### src/rtl/cache_pkg.sv
// Shared definitions for the lookup-cache fill controller: FSM encoding,
// access-size codes and the field layout of the lookup data word.
package cache_pkg;

    typedef enum logic [2:0] {
        IDLE     = 3'd0,
        LOOKUP   = 3'd1,
        MEM_REQ  = 3'd2,
        MEM_WAIT = 3'd3,
        FILL     = 3'd4,
        RESP     = 3'd5
    } state_t;

    localparam logic [2:0] LEN_B = 3'b000;
    localparam logic [2:0] LEN_H = 3'b001;
    localparam logic [2:0] LEN_W = 3'b010;

    // LK_DIN = {len, data}; entries are keyed by length, so no sub-word merge.
    localparam int unsigned LK_DATA_LSB = 0;
    localparam int unsigned LK_DATA_W   = 32;
    localparam int unsigned LK_LEN_LSB  = 32;
    localparam int unsigned LK_LEN_W    = 3;
    localparam int unsigned LK_DIN_W    = LK_LEN_LSB + LK_LEN_W;

endpackage

### src/rtl/cache_fill_ctrl.sv
// Write-side controller for the shift-register lookup cache: probes on loads,
// fills from memory on a miss, and writes stores through to memory.
// Optional memory-wait watchdog enabled by defining CACHE_FILL_TIMEOUT_EN.
module cache_fill_ctrl
    import cache_pkg::*;
#(
    parameter int unsigned TIMEOUT_CYCLES = 255,
    parameter int unsigned TO_W           = 8
) (
    input  logic                CLK,
    input  logic                RST,
    input  logic                CPU_REQ,
    input  logic                CPU_WE,
    input  logic [31:0]         CPU_ADDR,
    input  logic [2:0]          CPU_LEN,
    input  logic [31:0]         CPU_WDATA,
    output logic [31:0]         CPU_RDATA,
    output logic                CPU_DONE,
    output logic                CPU_BUSY,
    output logic                CPU_ERR,
    output logic [31:0]         LK_ADDR,
    output logic [LK_DIN_W-1:0] LK_DIN,
    output logic                LK_WE,
    input  logic                LK_FOUND,
    input  logic [31:0]         LK_DOUT,
    output logic                MEM_VALID,
    input  logic                MEM_READY,
    output logic                MEM_WE,
    output logic [31:0]         MEM_ADDR,
    output logic [2:0]          MEM_LEN,
    output logic [31:0]         MEM_WDATA,
    input  logic                MEM_RVALID,
    input  logic [31:0]         MEM_RDATA
);

    if (64'(TIMEOUT_CYCLES) >= (64'd1 << TO_W)) begin : g_cfg_check
        $error("cache_fill_ctrl: TIMEOUT_CYCLES must be below 2**TO_W");
    end

    state_t      state;
    logic [31:0] addr_q;
    logic [2:0]  len_q;
    logic [31:0] data_q;
    logic        we_q;
    logic [31:0] rdata_q;
    logic        done_q;
    logic        busy_q;
    logic        lk_we_q;
    logic        mem_valid_q;
    logic        mem_we_q;

`ifdef CACHE_FILL_TIMEOUT_EN
    logic [TO_W-1:0] to_cnt;
    logic            err_q;
    logic            to_hit;

    // Expires on the last of TIMEOUT_CYCLES cycles spent in one wait state.
    assign to_hit = (to_cnt == TO_W'(TIMEOUT_CYCLES - 1));
`endif

    // NOTE: all state and outputs are flops updated with non-blocking
    // assignments; each output is set on the transition into the state that
    // owns it, so the outputs never glitch on input changes.
    always_ff @(posedge CLK) begin
        if (RST) begin
            state       <= IDLE;
            addr_q      <= '0;
            len_q       <= '0;
            data_q      <= '0;
            we_q        <= 1'b0;
            rdata_q     <= '0;
            done_q      <= 1'b0;
            busy_q      <= 1'b0;
            lk_we_q     <= 1'b0;
            mem_valid_q <= 1'b0;
            mem_we_q    <= 1'b0;
`ifdef CACHE_FILL_TIMEOUT_EN
            to_cnt      <= '0;
            err_q       <= 1'b0;
`endif
        end else begin
            case (state)
                IDLE: begin
                    if (CPU_REQ) begin
                        addr_q <= CPU_ADDR;
                        len_q  <= CPU_LEN;
                        we_q   <= CPU_WE;
                        busy_q <= 1'b1;
                        if (CPU_WE) begin
                            data_q  <= CPU_WDATA;
                            lk_we_q <= 1'b1;
                            state   <= FILL;
                        end else begin
                            data_q <= '0;
                            state  <= LOOKUP;
                        end
                    end
                end

                LOOKUP: begin
                    if (LK_FOUND) begin
                        rdata_q <= LK_DOUT;
                        done_q  <= 1'b1;
                        state   <= RESP;
                    end else begin
                        mem_valid_q <= 1'b1;
                        mem_we_q    <= we_q;
`ifdef CACHE_FILL_TIMEOUT_EN
                        to_cnt      <= '0;
`endif
                        state       <= MEM_REQ;
                    end
                end

                MEM_REQ: begin
                    if (MEM_READY) begin
                        mem_valid_q <= 1'b0;
                        mem_we_q    <= 1'b0;
                        if (we_q) begin
                            rdata_q <= '0;
                            done_q  <= 1'b1;
                            state   <= RESP;
                        end else if (MEM_RVALID) begin
                            // Same-cycle read data: skip MEM_WAIT entirely.
                            data_q  <= MEM_RDATA;
                            rdata_q <= MEM_RDATA;
                            lk_we_q <= 1'b1;
                            state   <= FILL;
                        end else begin
`ifdef CACHE_FILL_TIMEOUT_EN
                            to_cnt <= '0;
`endif
                            state  <= MEM_WAIT;
                        end
                    end
`ifdef CACHE_FILL_TIMEOUT_EN
                    else if (to_hit) begin
                        mem_valid_q <= 1'b0;
                        mem_we_q    <= 1'b0;
                        rdata_q     <= '0;
                        err_q       <= 1'b1;
                        done_q      <= 1'b1;
                        state       <= RESP;
                    end else begin
                        to_cnt <= to_cnt + 1'b1;
                    end
`endif
                end

                MEM_WAIT: begin
                    if (MEM_RVALID) begin
                        data_q  <= MEM_RDATA;
                        rdata_q <= MEM_RDATA;
                        lk_we_q <= 1'b1;
                        state   <= FILL;
                    end
`ifdef CACHE_FILL_TIMEOUT_EN
                    else if (to_hit) begin
                        rdata_q <= '0;
                        err_q   <= 1'b1;
                        done_q  <= 1'b1;
                        state   <= RESP;
                    end else begin
                        to_cnt <= to_cnt + 1'b1;
                    end
`endif
                end

                FILL: begin
                    lk_we_q <= 1'b0;
                    if (we_q) begin
                        // Write-through: memory write follows the lookup update.
                        mem_valid_q <= 1'b1;
                        mem_we_q    <= 1'b1;
`ifdef CACHE_FILL_TIMEOUT_EN
                        to_cnt      <= '0;
`endif
                        state       <= MEM_REQ;
                    end else begin
                        done_q <= 1'b1;
                        state  <= RESP;
                    end
                end

                RESP: begin
                    done_q <= 1'b0;
                    busy_q <= 1'b0;
`ifdef CACHE_FILL_TIMEOUT_EN
                    err_q  <= 1'b0;
`endif
                    state  <= IDLE;
                end

                default: begin
                    done_q      <= 1'b0;
                    busy_q      <= 1'b0;
                    lk_we_q     <= 1'b0;
                    mem_valid_q <= 1'b0;
                    mem_we_q    <= 1'b0;
                    state       <= IDLE;
                end
            endcase
        end
    end

    assign CPU_RDATA = rdata_q;
    assign CPU_DONE  = done_q;
    assign CPU_BUSY  = busy_q;
`ifdef CACHE_FILL_TIMEOUT_EN
    assign CPU_ERR   = err_q;
`else
    assign CPU_ERR   = 1'b0;
`endif

    assign LK_ADDR = addr_q;
    assign LK_DIN[LK_LEN_LSB +: LK_LEN_W]   = len_q;
    assign LK_DIN[LK_DATA_LSB +: LK_DATA_W] = data_q;
    assign LK_WE   = lk_we_q;

    assign MEM_VALID = mem_valid_q;
    assign MEM_WE    = mem_we_q;
    assign MEM_ADDR  = addr_q;
    assign MEM_LEN   = len_q;
    assign MEM_WDATA = data_q;

endmodule

### config.mk
export PLATFORM = sky130hd
export DESIGN_NAME = cache_fill_ctrl
export DESIGN_NICKNAME = d
export VERILOG_FILES = /design/src/rtl/cache_pkg.sv /design/src/rtl/cache_fill_ctrl.sv
export SDC_FILE = /design/constraint.sdc
export NUM_CORES = 1
export LEC_CHECK = 0
export CORE_MARGIN = 2
export CORE_UTILIZATION = 30
export DETAILED_ROUTE_END_ITERATION = 12
export GPL_TIMING_DRIVEN = 0
export PLACE_DENSITY = 0.75
export SETUP_SLACK_MARGIN = 0.15
export SLEW_MARGIN = 20
export SYNTH_ARGS = -nofsm -noshare
export SYNTH_HDL_FRONTEND = slang
export SYNTH_SLANG_ARGS = --single-unit
### constraint.sdc
create_clock -name CLK -period 2.6 [get_ports CLK]
set_input_delay 0.39 -clock CLK [delete_from_list [all_inputs] [get_ports CLK]]
set_output_delay 0.39 -clock CLK [all_outputs]
set_load 0.05 [all_outputs]
# Word level (Yosys, flattened, before mapping)
# Cells that the tools add are included.
[totals]
inputBits = 138
reg_bits = 108
out_inout_bits = 172
[op_classes]
mux = 38
bitwise_logic = 4
eq_ne = 15
reduce_logical = 15
[ops]
columns = ["cell", "count"]
rows = [
  ["$mux 32", 9],
  ["$pmux 32 s3", 2],
  ["$mux 3", 8],
  ["$ne 2x2->1 const B", 10],
  ["$pmux 1 s4", 4],
  ["$pmux 3 s5", 1],
  ["$mux 1", 13],
  ["$reduce_and 5->1", 2],
  ["$reduce_and 4->1", 2],
  ["$eq 3x2->1 const B", 2],
  ["$eq 3x3->1 const B", 2],
  ["$reduce_and 3->1", 2],
  ["$reduce_bool 3->1", 2],
  ["$not 1->1", 4],
  ["$reduce_and 2->1", 2],
  ["$reduce_or 2->1", 2],
  ["$reduce_or 4->1", 1],
  ["$eq 3x1->1 const B", 1],
  ["$logic_not 3->1", 1],
  ["$reduce_or 3->1", 1],
  ["$pmux 1 s2", 1],
]

# Depth between registers and ports, before layout
# Gate-level depths: netlist (run 1).
[depth]
word_depth = 4
depth_mapped = 7

# Least setup slack after synthesis (run 1)
# Ideal clock, no wire load.
[synth_path]
path_type = "reg-to-reg"
startpoint = "reg we_q"
endpoint = "reg data_q[10], in the netlist MEM_WDATA[10]"
stages_incl_launch_ff = 8
setup_ns = 0.089
required_time_ns = 2.511
setup_slack_ns = 0.852
arrival_ns = 1.659
path_cell_list = "dfxtp_1 -> and3b_1 -> a2111o_1 -> buf_2 -> and2_4 -> buf_6 -> buf_6 -> a311oi_2"
[synth_via]
elab_chain_len = 2
[synth_lines]
columns = ["item", "line", "text"]
rows = [
  ["from (decl)", "cache_fill_ctrl.sv:44", "logic we_q;"],
  ["from (signal assigned)", "cache_fill_ctrl.sv:70", "we_q <= 1'b0;"],
  ["from (signal assigned)", "cache_fill_ctrl.sv:87", "we_q <= CPU_WE;"],
  ["$ne 2x2->1 (no source line)", "--", ""],
  ["$reduce_and 4->1 (no source line)", "--", ""],
  ["to (signal assigned)", "cache_fill_ctrl.sv:69", "data_q <= '0;"],
  ["to (signal assigned)", "cache_fill_ctrl.sv:90", "data_q <= CPU_WDATA;"],
  ["to (signal assigned)", "cache_fill_ctrl.sv:94", "data_q <= '0;"],
  ["to (decl)", "cache_fill_ctrl.sv:43", "logic [31:0] data_q;"],
]
# Every way passes these cells.
# A chain may end at the register's enable or synchronous reset.

# Worst setup path in the final report (run 1)
[layout_path]
startpoint = "reg state[0]"
endpoint = "reg data_q[22], in the netlist MEM_WDATA[22]"
[layout_via]
elab_chain_len = 3
elab_cells_between_ends = 9
classes_between = "eq/ne (5); mux (1); reduce/logical (3)"
[layout_lines]
columns = ["item", "line", "text"]
rows = [
  ["from (decl)", "cache_fill_ctrl.sv:40", "state_t state;"],
  ["from (signal assigned)", "cache_fill_ctrl.sv:66", "state <= IDLE;"],
  ["from (signal assigned)", "cache_fill_ctrl.sv:92", "state <= FILL;"],
  ["from (signal assigned)", "cache_fill_ctrl.sv:95", "state <= LOOKUP;"],
  ["$eq 3x2->1 / $logic_not 3->1 (equally long branches)", "cache_fill_ctrl.sv:82", "case (state)"],
  ["$ne 2x2->1 (no source line) / $reduce_bool 3->1 (equally long branches)", "--", ""],
  ["$reduce_and 4->1 (no source line)", "--", ""],
]
# Parallel ways exist; a longest one is shown, timed or not.

==> flow_summary.json, run 1 <==
{
  "status": "finished clean",
  "drt_pass1_iterations": 5,
  "regArea_um2": 2162,
  "stdcell_count": 1291,
  "path_max_fanout": 10,
  "p_leak_nw": 3.478,
  "async_flop_share": 0,
  "drive_gt1_frac": 0.1261,
  "grt_remaining_overflow": 0,
  "synth_area_per_cell_um2": 8.151,
  "max_slew.worst_pin.slew_ps": 790.5,
  "synth_edf_count": 0,
  "cts_max_level": 3,
  "finClkSkew_ps": 10.98,
  "antenna_cells": 0,
  "synth_fp_nets": 847,
  "cts_root_buffer": "clkbuf_16",
  "critPathCaptureType": "flop",
  "tns_ps": 0,
  "seq_area_frac_synth": 0.3741,
  "path_cells": "clkbuf_1 -> or2_2 -> a21oi_2 -> clkbuf_1 -> a21oi_1 -> a311oi_2",
  "core_um2": 18830,
  "met2_usage": 0.3831,
  "post_drt_wl_per_cell_um": 17.90,
  "placed_area_um2": 9168,
  "clk_latency_ps": 350,
  "final_util": 0.5031,
  "slowest_delay_ps": 500,
  "grt-busiest-layer": "met2",
  "totalWireLength_um": 23110,
  "num-fill-cells": 1776,
  "max_slew_margin": 0.4730,
  "cap_violations": 0,
  "dpl_worst_slack_ps": 82.02,
  "die_y_um": 142.8,
  "yosys_warnings": 0,
  "period_share": 0.8469,
  "worst_hold_slack_ps": 469.6,
  "path_clk_slew_ps": 80,
  "viasPerCell": 5.026,
  "worstPathArrival_ps": 2470,
  "grt_pass1_wl_um": 35010,
  "min_period_ps": 2202,
  "io_buffers": 306,
  "hold_path.class": "flop to flop",
  "cts_num_sinks": 108,
  "synth-main-ff-cell": "dfxtp_1",
  "vdd_drop_max_mv": 0.5026,
  "die-area_um2": 20390,
  "p_per_area_nw_per_um2": 1035,
  "final-setup-viol-count": 0,
  "dp_hpwl_um": 17730,
  "syn_area_um2": 5779,
  "finalInstanceArea_um2": 9473,
  "grtUsageTotal": 0.2198,
  "drt_iter0_drc": 316,
  "detail-route-antenna-nets": 0,
  "drc": 0,
  "num_vias": 6488,
  "path_common_cell": "clkbuf_1",
  "totalPowerFinal_mw": 9.808,
  "fin_ws_ps": 398.1,
  "rsz0062_at_grt": "false",
  "worstPathRequired_ps": 2870,
  "multi_input_area_um2": 2795,
  "antenna_found_initial": 0,
  "synth.distinct_cells": 41,
  "syn2layout_area_growth_pct": 63.91,
  "start_util": 0.3069,
  "rows": 50,
  "use_met1": 0.2675,
  "cts_tree": "built",
  "slew_violations": 0,
  "hold_buffers": 0,
  "nets": 1164,
  "gr-usage-met3": 0.05298,
  "die_width_um": 142.8,
  "postSynthCellCount": 709,
  "ys_ff_latch": 108,
  "ios": 310,
  "criticalPathCategory": "flop to flop",
  "grt_max_degree": 18,
  "post_cts.repair.setup_buffers": 0,
  "critPathSlowestCell": "clkbuf_1",
  "clk_path_buf_depth": 2,
  "start_kind": "flop",
  "dp.cells": 1275,
  "cts_buffers": 9,
  "hold_viol_final": 0,
  "max_freq_ghz": 0.4542,
  "grt_pass1_vias": 6280,
  "gp_congestion": 0.8976
}
## synthesized netlist by cell type (all sizes together), types with 2 or more instances
library cell,instances,share of area
a21oi,111,0.097
o211a,2,0.0035
a221oi,32,0.048
o31ai,2,0.0026
nor2,4,0.0026
inv,4,0.0026
buf,79,0.10
clkbuf,59,0.038
nand3,35,0.030
and2,2,0.0026
nand2,111,0.072
dfxtp,108,0.37
nor2b,2,0.0022
and3b,2,0.0030
a311oi,33,0.082
nor3,33,0.029
nand2b,35,0.038
o21ai,6,0.0052
a21o,33,0.043
## cells by family after synthesis
family                 share of synthesized area
AO/OA/AOI/OAI                             0.2938
flip-flops                                0.3741
buffers and inverters                     0.1429
AND/OR/NAND/NOR                           0.1886
other                                  0.0006489
## report_power, final
group	leakage [nW]	internal (mW)	switching, mW
Combinational	2.45	2.19	3.80
Sequential	0.886	2.05	0.313
Clock	0.142	0.778	0.679
Total	3.48	5.01	4.79
## worst max-delay path, delay by kind of cell, from the launching register on
| family | cells | cell delay (ps) |
|---|---|---|
| buffers and inverters | 2 | 700 |
| AO/OA/AOI/OAI | 3 | 750 |
| flip-flops | 1 | 330 |
| AND/OR/NAND/NOR | 1 | 330 |
## registers in the layout, indices dropped and copies added, names as in the netlist
name	count
CPU_RDATA	32
LK_ADDR	32
MEM_WDATA	32
MEM_LEN	3
state	3
CPU_BUSY	1
CPU_DONE	1
LK_WE	1
MEM_VALID	1
MEM_WE	1
we_q	1
## metal layers
| metal | vias to the layer above | wire length (um) |
|---|---|---|
| li1 | 3096 | - |
| met5 | - | 0 |
| met2 | 297 | 11410 |
| met4 | 0 | 395 |
| met3 | 26 | 1802 |
| met1 | 3069 | 9500 |
## path summary, 6_finish.rpt
path,startpoint,to,slack (ps),cells past startpoint
min reg2reg,LK_ADDR[10],LK_ADDR[10],470,2
max reg2reg,state[0],MEM_WDATA[22],400,6
max,state[0],MEM_WDATA[22],400,6
min,LK_ADDR[10],LK_ADDR[10],470,2
## repair_timing
action	in CTS	in global routing
resized for setup	0	2
setup endpoints to repair	0	2
hold endpoints to repair	0	0
## layout by cell type (no fill, tap or decap), types with 2 or more instances in the layout
cell type,synthesis,final
nor2b_1,2,2
clkbuf_16,0,9
o211a_1,2,2
nor2_1,4,4
nand2b_1,35,35
a311oi_1,3,3
and3b_1,2,2
inv_1,4,4
nand3_1,35,35
nor3_1,33,33
nand2_1,111,111
dfxtp_1,108,108
a21oi_1,110,109
a221oi_1,32,32
o31ai_1,2,2
clkinvlp_4,0,2
clkdlybuf4s50_1,0,306
buf_4,68,68
buf_6,4,4
a311oi_2,30,30
o21ai_0,6,6
clkbuf_1,59,59
a21oi_2,1,2
a21o_1,33,33
buf_2,6,6
buf_1,1,2
## area by class of cell
class                   instances  share of cell area
inverters                       4            0.001585
clock inverters                 5            0.006208
clock buffers                  11             0.02562
multi-input cells             459              0.2951
flip-flops and latches        108              0.2282
well taps                     260             0.03434
plain buffers                 138             0.08559
repair buffers                306              0.3233
Power figures use the tool's default switching activity.
==> run 2: changes to the inputs <==
--- a/config.mk
+++ b/config.mk
@@ -9,7 +9,7 @@
 export CORE_UTILIZATION = 30
 export DETAILED_ROUTE_END_ITERATION = 12
 export GPL_TIMING_DRIVEN = 0
-export PLACE_DENSITY = 0.75
+export PLACE_DENSITY = 0.78
 export SETUP_SLACK_MARGIN = 0.15
 export SLEW_MARGIN = 20
 export SYNTH_ARGS = -nofsm -noshare
==> constraint.sdc (replaced) <==
create_clock -name CLK -period 1.9 [get_ports CLK]
set_input_delay 0.285 -clock CLK [delete_from_list [all_inputs] [get_ports CLK]]
set_output_delay 0.285 -clock CLK [all_outputs]
set_load 0.05 [all_outputs]
==> run 2 against run 1 <==
Die area did not move. Count of clock-buffer cells in the layout did not move. Non-clock buffer count rose by 6. Routed wire length rose by 3.3%. Sequential power rose by 37%. Flip-flop and latch count did not move. Combinational power rose by 36%. Clock skew rose by 3.8 ps. Register-to-register slack got worse by 220 ps. Cell area rose by 1.5%. Sequential share of layout area fell by 0.28 points. Maximum frequency rose by 28%. Largest cell class unchanged. Largest power group unchanged.
==> flow_summary.json, run 2 (same netlist as run 1, synthesis figures left out) <==
{
  "worstHoldEndpoint": "MEM_WDATA[0]",
  "criticalPathCategory": "flop to flop",
  "rrSetupSlack_ps": 180,
  "finalInstanceArea_um2": 9614,
  "ff2ff_path_depth": 6,
  "num_vias": 6601,
  "stdcell_count": 1297,
  "cts_num_sinks": 108,
  "whs_path_depth": 3,
  "syn2layout_area_growth_pct": 66.36,
  "detail-route-antenna-nets": 0,
  "nets": 1170,
  "cts_tree": "built",
  "grt_max_degree": 19,
  "start_kind": "flop",
  "final-setup-viol-count": 0,
  "drc": 0,
  "hold_path.class": "primary input to flop",
  "max_freq_ghz": 0.5810,
  "period_share": 0.9059,
  "vdd_drop_max_mv": 0.5627,
  "critPathCaptureType": "flop",
  "worstPathArrival_ps": 1980,
  "dp_hpwl_um": 17860,
  "rows": 50,
  "cts_buffers": 9,
  "io_buffers": 306,
  "max_slew_margin": 0.4407,
  "r2r-start": "we_q",
  "ios": 310,
  "post_drt_wl_per_cell_um": 18.40,
  "finClkSkew_ps": 14.74,
  "status": "finished clean",
  "grt_remaining_overflow": 0,
  "min_period_ps": 1721,
  "cts_root_buffer": "clkbuf_16",
  "p_per_area_nw_per_um2": 1399,
  "drive_gt1_frac": 0.1900,
  "path_max_fanout": 10,
  "die_y_um": 142.8,
  "slew_violations": 0,
  "start_util": 0.3069,
  "rsz0062_at_grt": "true",
  "worstPathRequired_ps": 2160,
  "hp-start": "CPU_WE",
  "cap_violations": 0,
  "path_clk_slew_ps": 80,
  "hold_buffers": 0,
  "die-area_um2": 20390,
  "antenna_found_initial": 0,
  "antenna_cells": 0,
  "max_slew.worst_pin.slew_ps": 838.9,
  "hold_viol_final": 0,
  "r2r_end": "MEM_WDATA[4]",
  "clk_path_buf_depth": 2,
  "drt_pass1_iterations": 5,
  "clk_latency_ps": 350,
  "drt_iter0_drc": 294,
  "dp.cells": 1275,
  "final_common_cell": "dlygate4sd2_1",
  "totalWireLength_um": 23860,
  "core_um2": 18830,
  "gp_congestion": 0.8791,
  "die_width_um": 142.8,
  "p_leak_nw": 4.376,
  "grtUsageTotal": 0.2234,
  "num-fill-cells": 1827,
  "placed_area_um2": 9168,
  "grt_pass1_vias": 6392,
  "dpl_worst_slack_ps": -622.4,
  "viasPerCell": 5.089,
  "cts_max_level": 3,
  "layout_common_cells": "dlygate4sd2_1, clkdlybuf4s50_1, nand2_1",
  "grt_pass1_wl_um": 35330,
  "fin_ws_ps": 178.7
}
[run 2: changes by cell type in the layout (fill, tap and decap cells not counted), sizes merged]
cell	before	now
clkbuf	69	61
clkinvlp	2	0
buf	80	94
dlygate4sd2	0	174
clkinv	1	3
clkdlybuf4s50	306	132
[run 2: routing by layer]
layer | vias to the layer above | GRT usage | part of all wire
met2 | 355 | 0.4038 | 0.50
met5 | - | 0 | 0
met4 | 0 | 0.06462 | 0.016
met1 | 3104 | 0.2635 | 0.40
met3 | 26 | 0.05097 | 0.085
li1 | 3116 | - | -
[run 2: worst max path at each step]
stage / cells past startpoint / start / to / slack, ps
4_1_cts: 5 / state[2] / MEM_WDATA[4] / 150
5_1_grt: 7 / we_q / MEM_WDATA[17] / 120
3_5_place_dp: 6 / MEM_RVALID / CPU_RDATA[15] / -620
2_1_floorplan: 7 / we_q / MEM_WDATA[10] / 150
3_3_place_gp: 6 / MEM_RVALID / CPU_RDATA[22] / -580
6_report: 6 / we_q / MEM_WDATA[4] / 180
[run 2: timing repair]
item	CTS	global route
setup endpoints to repair	269	82
setup buffers	5	0
pin swaps	3	0
cloned	1	0
resized for setup	240	58
[run 2: final cells by class]
| cell class | count | area (um^2) | area share |
|---|---|---|---|
| multi-input cells | 459 | 2894 | 0.3010 |
| repair buffers | 312 | 2914 | 0.3031 |
| plain buffers | 138 | 978.4 | 0.1018 |
| well taps | 260 | 325.3 | 0.03384 |
| flip-flops and latches | 108 | 2167 | 0.2254 |
| inverters | 4 | 15.01 | 0.001562 |
| clock buffers | 11 | 252.7 | 0.02629 |
| clock inverters | 5 | 67.56 | 0.007028 |
[run 2: critical path: stages, from the launching register on]
cell,delay [ps]
dfxtp_4,350
and3b_1,210
a2111o_1,120
buf_6,130
clkbuf_1,380
a21oi_1,170
a311oi_2,270
[run 2: metrics by stage]
stage                     hold WS [ps]    util  TNS (ps)  power [mW]
after CTS                        406.5  0.5041         0       13.28
after global routing             446.4  0.5106         0       14.05
after floorplan                  421.0       -         0       8.790
after global placement           457.9  0.4868    -39190       11.39
final                            416.4  0.5106         0       13.45
after detailed placement         462.3  0.4868    -42110       11.49
[run 2: where the power goes]
group | switching, mW | internal, mW | total, mW
clock network | 0.944 | 1.11 | 2.06
logic | 5.36 | 2.81 | 8.17
registers | 0.425 | 2.80 | 3.23
total | 6.73 | 6.72 | 13.5
